$ cat config.mk
export PLATFORM = sky130hd
export DESIGN_NAME = pipelined_subtractor_flat
export DESIGN_NICKNAME = d
export VERILOG_FILES = /design/src/rtl/sub_pkg.sv /design/src/rtl/pipelined_subtractor_if.sv /design/src/rtl/sub_chunk_stage.sv /design/src/rtl/pipelined_subtractor.sv /design/src/flat_wrapper.sv
export SDC_FILE = /design/constraint.sdc
export NUM_CORES = 1
export LEC_CHECK = 0
export ABC_AREA = 1
export BUFFER_PORTS_ARGS = -buffer_cell sky130_fd_sc_hd__buf_4
export CAP_MARGIN = 20
export CORE_ASPECT_RATIO = 0.5
export CORE_UTILIZATION = 32
export DETAILED_ROUTE_END_ITERATION = 8
export PLACE_DENSITY = 0.48
export SYNTH_ARGS = -nofsm -noshare
export SYNTH_HDL_FRONTEND = slang
export SYNTH_SLANG_ARGS = --single-unit
$ cat constraint.sdc
create_clock -name clk -period 1.77 [get_ports clk]
set_input_delay 0.2655 -clock clk [delete_from_list [all_inputs] [get_ports clk]]
set_output_delay 0.2655 -clock clk [all_outputs]
set_load 0.01 [all_outputs]
$ cat src/rtl/sub_pkg.sv
// Shared constants and helpers for the pipelined subtractor.
package sub_pkg;

  localparam int unsigned SUB_CHUNK_DEFAULT = 4;

  // Number of pipeline stages; zero flags an unusable CHUNK.
  function automatic int unsigned sub_stages(input int unsigned width, input int unsigned chunk);
    if (chunk == 0) return 0;
    return width / chunk;
  endfunction

endpackage

$ cat src/rtl/pipelined_subtractor_if.sv
// Valid/ready streaming bus for the pipelined subtractor (operands in, difference out).
interface pipelined_subtractor_if #(
  parameter int unsigned WIDTH = 16
) ();

  logic             in_valid;
  logic             in_ready;
  logic [WIDTH-1:0] a;
  logic [WIDTH-1:0] b;
  logic             borrow_in;
  logic             out_valid;
  logic             out_ready;
  logic [WIDTH-1:0] difference;
  logic             borrow_out;

  modport master (
    output in_valid, a, b, borrow_in, out_ready,
    input  in_ready, out_valid, difference, borrow_out
  );

  modport slave (
    input  in_valid, a, b, borrow_in, out_ready,
    output in_ready, out_valid, difference, borrow_out
  );

endinterface

$ cat src/rtl/sub_chunk_stage.sv
// One pipeline stage: subtracts the lowest remaining CHUNK slice and forwards the rest.
// Data layout (LSB first): finished result slices, remaining a bits, remaining b bits.
module sub_chunk_stage #(
  parameter int unsigned CHUNK = 4,
  parameter int unsigned REM_W = 16,
  parameter int unsigned WIDTH = 16
) (
  input  logic                           clk,
  input  logic                           rst,
  input  logic                           i_valid,
  output logic                           o_ready_c,
  input  logic [WIDTH+REM_W-1:0]         i_data,
  input  logic                           i_borrow,
  output logic                           o_valid,
  input  logic                           i_ready,
  output logic [WIDTH+REM_W-CHUNK-1:0]   o_data,
  output logic                           o_borrow
);

  localparam int unsigned DONE_W = WIDTH - REM_W;
  localparam int unsigned PASS_W = REM_W - CHUNK;
  localparam int unsigned OW     = WIDTH + REM_W - CHUNK;

  logic             r_valid;
  logic [OW-1:0]    r_data;
  logic             r_borrow;

  logic [CHUNK-1:0] w_a_lo;
  logic [CHUNK-1:0] w_b_lo;
  logic [CHUNK-1:0] w_diff;
  logic             w_borrow;
  logic [OW-1:0]    w_next;

  assign w_a_lo = i_data[DONE_W +: CHUNK];
  assign w_b_lo = i_data[DONE_W+REM_W +: CHUNK];

  // Extra top bit of the widened subtraction is the slice borrow.
  assign {w_borrow, w_diff} = {1'b0, w_a_lo} - {1'b0, w_b_lo} - {{CHUNK{1'b0}}, i_borrow};

  // Result and a-bits keep their positions; upper b-bits shift down by one slice.
  if (PASS_W > 0) begin : g_pass
    always_comb begin
      w_next                         = OW'(i_data);
      w_next[DONE_W +: CHUNK]        = w_diff;
      w_next[DONE_W+REM_W +: PASS_W] = i_data[DONE_W+REM_W+CHUNK +: PASS_W];
    end
  end else begin : g_last
    always_comb begin
      w_next                  = OW'(i_data);
      w_next[DONE_W +: CHUNK] = w_diff;
    end
  end

  assign o_ready_c = !r_valid || i_ready;

  always_ff @(posedge clk) begin
    if (rst) begin
      r_valid  <= 1'b0;
      r_data   <= '0;
      r_borrow <= 1'b0;
    end else if (o_ready_c) begin
      r_valid <= i_valid;
      if (i_valid) begin
        r_data   <= w_next;
        r_borrow <= w_borrow;
      end
    end
  end

  assign o_valid  = r_valid;
  assign o_data   = r_data;
  assign o_borrow = r_borrow;

endmodule

$ cat src/rtl/pipelined_subtractor.sv
// Pipelined WIDTH-bit subtractor a - b - borrow_in, one CHUNK slice per stage.
// Optional macro SUB_SATURATE_EN clamps the difference to zero on borrow.
module pipelined_subtractor
  import sub_pkg::*;
#(
  parameter int unsigned WIDTH = 16,
  parameter int unsigned CHUNK = SUB_CHUNK_DEFAULT
) (
  input  logic                   clk,
  input  logic                   rst,
  pipelined_subtractor_if.slave  bus
);

  localparam int unsigned STAGES = sub_stages(WIDTH, CHUNK);

  if ((STAGES == 0) || (STAGES * CHUNK != WIDTH)) begin : g_bad_cfg
    $error("pipelined_subtractor: WIDTH must be a non-zero multiple of CHUNK");
  end

  logic [STAGES:0]  w_valid;
  logic [STAGES:0]  w_borrow;
  logic [WIDTH-1:0] w_res;

  assign w_valid[0]  = bus.in_valid;
  assign w_borrow[0] = bus.borrow_in;

  for (genvar k = 0; k < STAGES; k++) begin : g_stage
    localparam int unsigned REM_W = WIDTH - CHUNK * k;

    logic [WIDTH+REM_W-1:0]       w_din;
    logic [WIDTH+REM_W-CHUNK-1:0] w_dout;
    logic                         w_rdy;
    logic                         w_rdy_nxt;

    if (k == 0) begin : g_head
      assign w_din = {bus.b, bus.a};
    end else begin : g_body
      assign w_din = g_stage[k-1].w_dout;
    end

    if (k == STAGES - 1) begin : g_tail
      assign w_rdy_nxt = bus.out_ready;
    end else begin : g_link
      assign w_rdy_nxt = g_stage[k+1].w_rdy;
    end

    sub_chunk_stage #(
      .CHUNK (CHUNK),
      .REM_W (REM_W),
      .WIDTH (WIDTH)
    ) u_stage (
      .clk       (clk),
      .rst       (rst),
      .i_valid   (w_valid[k]),
      .o_ready_c (w_rdy),
      .i_data    (w_din),
      .i_borrow  (w_borrow[k]),
      .o_valid   (w_valid[k+1]),
      .i_ready   (w_rdy_nxt),
      .o_data    (w_dout),
      .o_borrow  (w_borrow[k+1])
    );
  end

  assign w_res = g_stage[STAGES-1].w_dout;

  assign bus.in_ready   = g_stage[0].w_rdy;
  assign bus.out_valid  = w_valid[STAGES];
  assign bus.borrow_out = w_borrow[STAGES];

`ifdef SUB_SATURATE_EN
  assign bus.difference = w_borrow[STAGES] ? '0 : w_res;
`else
  assign bus.difference = w_res;
`endif

endmodule

$ cat src/flat_wrapper.sv
// flat-port wrapper written by rule: the top's interface ports become plain ports
module pipelined_subtractor_flat import sub_pkg::*;
#(
  parameter int unsigned WIDTH = 16,
  parameter int unsigned CHUNK = SUB_CHUNK_DEFAULT
)
  (clk, rst, bus_in_valid, bus_a, bus_b, bus_borrow_in, bus_out_ready, bus_in_ready, bus_out_valid, bus_difference, bus_borrow_out);
  pipelined_subtractor_if #(.WIDTH(WIDTH)) bus_i ();
  input  logic clk;
  input  logic rst;
  input wire logic [$bits(bus_i.in_valid)-1:0] bus_in_valid;
  input wire logic [$bits(bus_i.a)-1:0] bus_a;
  input wire logic [$bits(bus_i.b)-1:0] bus_b;
  input wire logic [$bits(bus_i.borrow_in)-1:0] bus_borrow_in;
  input wire logic [$bits(bus_i.out_ready)-1:0] bus_out_ready;
  output wire logic [$bits(bus_i.in_ready)-1:0] bus_in_ready;
  output wire logic [$bits(bus_i.out_valid)-1:0] bus_out_valid;
  output wire logic [$bits(bus_i.difference)-1:0] bus_difference;
  output wire logic [$bits(bus_i.borrow_out)-1:0] bus_borrow_out;
  assign bus_i.in_valid = bus_in_valid;
  assign bus_i.a = bus_a;
  assign bus_i.b = bus_b;
  assign bus_i.borrow_in = bus_borrow_in;
  assign bus_i.out_ready = bus_out_ready;
  assign bus_in_ready = bus_i.in_ready;
  assign bus_out_valid = bus_i.out_valid;
  assign bus_difference = bus_i.difference;
  assign bus_borrow_out = bus_i.borrow_out;
  pipelined_subtractor #(.WIDTH(WIDTH), .CHUNK(CHUNK)) u_core (.clk(clk), .rst(rst), .bus(bus_i));
endmodule
==> key figures <==
GRT
  – Number of global-route vias before repair: 3,067
  – Gr usage total: 14.18%
  – Initial antenna violation count: 0
  – Largest net degree at the start of global routing: 72
  – GR peak layer: met1
  – Overflow left after global routing: 0
  – First-pass GRT wire length: between 15,000 and 20,000 um
  – M3 GR Usage: 4.008%
  – GR Util met2: 16.96%
  – Grt met1 use: 23.03%

Setup path
  – Buffers & Inverters on Critical Path: 3
  – Critical Path AT: 1.44 ns
  – Crit path max-delay cell type: dfxtp_1
  – Kind of critical path: reg -> out
  – CP required: roughly 1.5 ns
  – Startpoint Class: flip-flop
  – Crit path cell chain: inv_1 > nor2_2 > nand4_1 > buf_6 > buf_4
  – Critical Path Sink Type: output port
  – Kind of cell adding the most delay to the critical path: buffers and inverters
  – Max incr delay on CP: 0.36 ns
  – CP Max Fanout: 30

Power and ir drop
  – Logic pwr share: approximately 15%
  – Power share of the clock group: 40.5%
  – Sw Share: 25.89%
  – Seq pwr share: 44.9%
  – Psw: 1.362 mW
  – Internal cell power: 3.898 mW
  – Static leakage: 2.516 nW
  – Pwr Density: 981.1 nW/um^2
  – Max VDD drop: 0.4901 mV

Timing
  – Fin crit share: between 90% and 100%
  – Final setup vio count: 0
  – F_max: 585.9 MHz
  – Hold Vio Cnt, Final: 0
  – Worst-Margin Slew: roughly 0.34 ns
  – Slew margin rel.: 76.93%
  – Worst Clk Skew: 0.005646 ns
  – Crit path setup slack, layout: roughly 0.063 ns
  – Slew Limit Fails: 0
  – RSZ-0062 raised after global routing: true
  – Worst hold margin: roughly 0.18 ns
  – Final Critical Period: 1.707 ns

Clock network
  – Clock sink total: 96
  – CTS tree: built
  – CTS clk-pin slew, worst paths: 0.07 ns
  – CTS Buffer Depth: 2
  – Cts bufs inserted: 9
  – Clk_lat worst skew: around 0.34 ns
  – CTS root buffer: clkbuf_16
  – H-tree depth: 3

Placement
  – Gpl congestion: 0.7817
  – DP HPWL: about 6600 um
  – Dpl ws: -0.02033 ns
  – # port buffers: 55

Synthesis
  – Synth top area share: 44.10%
  – Synth area leader: dfxtp_1
  – Synth cell types: 24
  – Post-Syn Area: 4358 um^2
  – Synthesized Nets: 644
  – Synth Area in Compound Gates: 9.762%
  – Synth Area in Adders: 9.991%
  – Syn Area/Cell: 7.553 um^2
  – Area share of xor/xnor cells in the synthesized design: 1.206%
  – Synth Area in Simple Gates: between 20% and 30%
  – Sequential area share after synthesis: between 40% and 50%
  – Largest family of logic cells by synthesized area: simple AND/OR/NAND/NOR gates
  – Yosys warns: 0
  – Synthesis-stage register bit count: 96
  – Largest cells by area after synthesis: dfxtp_1 (44%), nor2_1 (13%), ha_1 (6.3%)
  – Post-Syn Instances: 577
  – Mux contribution to synthesized area: 0%

Floorplanning
  – Die width: 167.0 um
  – Chip Height: 84.52 um
  – Full die area: 14,120 um^2
  – Initial Utilization: roughly a third
  – Core ar.: approximately 13,000 um^2
  – Core Rows: 29
  – # IOs: 56

Detailed routing
  – Vias: 3,451
  – ANT nets after route: 0
  – Iter 0 DRT Violations: around 160
  – Routed WL: 9299 um
  – Drc violations: 0
  – Avg WL per Cell: 11.57 um
  – Post-DR vias/cell: ~4.3
  – Initial DRT Pass Iterations: 4

Final layout
  – Ratio of cells with drive above 1 in the final layout: between 15 and 20%
  – Diode count: 0
  – Nets: 696
  – Area growth from synthesis to layout: 23.03%

Run
  – Maxcap violations: 0

Hold path
  – Worst hold-check path type: in -> reg

Outcome
  – Status: finished clean
logic make-up (layout without fill, tap and decap cells):
logic type | after synthesis | in the layout
AO/OA/AOI/OAI | 84 | 84
XOR/XNOR | 6 | 6
adder cells (fa/ha/maj) | 30 | 30
buffers and inverters | 96 | 153
flip-flops | 96 | 96
AND/OR/NAND/NOR | 265 | 265
through the flow:
step | setup TNS, ns | util, % | instances | total power, mW | instance area, um^2
after floorplan | 0 | - | 577 | 2.903 | 4358
after global routing | -0.1891 | 41.39 | 804 | 5.575 | 5361
final | 0 | 41.39 | 804 | 5.260 | 5361
after global placement | -0.02400 | 38.31 | 786 | 3.142 | 4962
after CTS | 0 | 40.87 | 802 | 5.291 | 5294
after detailed placement | -0.02033 | 38.31 | 786 | 3.150 | 4962
Yosys cell counts, drive strengths merged:
cell    instances
nand3b         27
clkinv          1
nand3          10
fa              8
ha             22
dfxtp          96
clkbuf          6
nand4           3
buf            22
inv            67
xnor2           3
o211a           1
nand2          70
nor2          155
xor2            3
o21ai          59
a21oi          24
metal layers:
layer	vias up	part of all wire (%)
met5	-	0
met2	62	33
met3	10	4.4
li1	1906	-
met4	0	1.0
met1	1473	61
worst paths after layout:
check,start,to,slack [ns],depth (start not counted)
max reg2reg,u_core.g_stage[2].u_stage.o_data[12],u_core.g_stage[3].u_stage.o_borrow,0.09,9
min,rst,u_core.g_stage[1].u_stage.o_valid,0.18,2
min reg2reg,u_core.g_stage[2].u_stage.o_data[10],u_core.g_stage[3].u_stage.o_data[10],0.45,2
max,u_core.g_stage[3].u_stage.o_valid,bus_in_ready,0.06,5
cell usage in the layout (no fill, tap or decap), drive strengths merged, types with 8 or more instances in the layout:
cell and n:
clkbuf 9, nor2 155, nand3b 27, nand2 70, ha 22, buf 69, dfxtp 96, o21ai 59
a21oi 24, inv 70, nand3 10, fa 8
power groups by stage:
stage	logic, mW	registers [mW]	clock network [mW]
floorplan	0.507	2.40	0
global placement	0.736	2.41	0
detailed placement	0.741	2.41	0
CTS	0.746	2.36	2.19
global route	0.900	2.38	2.30
finish	0.769	2.36	2.13
sequential cells by signal (all words and copies together) (netlist names):
signal / count
u_core.g_stage.u_stage.o_valid: 4
u_core.g_stage.u_stage.o_data: 88
u_core.g_stage.u_stage.o_borrow: 4
repair_timing:
| action | in CTS | in global routing |
|---|---|---|
| hold buffers | 0 | 0 |
| gates cloned | 0 | 0 |
| endpoints found under the setup margin | 1 | 9 |
| resized for setup | 1 | 22 |
| setup buffers | 0 | 2 |
| pin swaps | 0 | 7 |
final cells by class:
| type | instances | area, um^2 |
|---|---|---|
| Multi-Input combinational cell | 385 | 2093 |
| Clock inverter | 7 | 103.9 |
| Clock buffer | 9 | 225.2 |
| Inverter | 68 | 255.2 |
| Sequential cell | 96 | 1924 |
| Tap cell | 170 | 212.7 |
| Fill cell | 1352 | 7592 |
| Timing Repair Buffer | 69 | 546.8 |
Note: power is estimated with default switching activity, not from simulation.
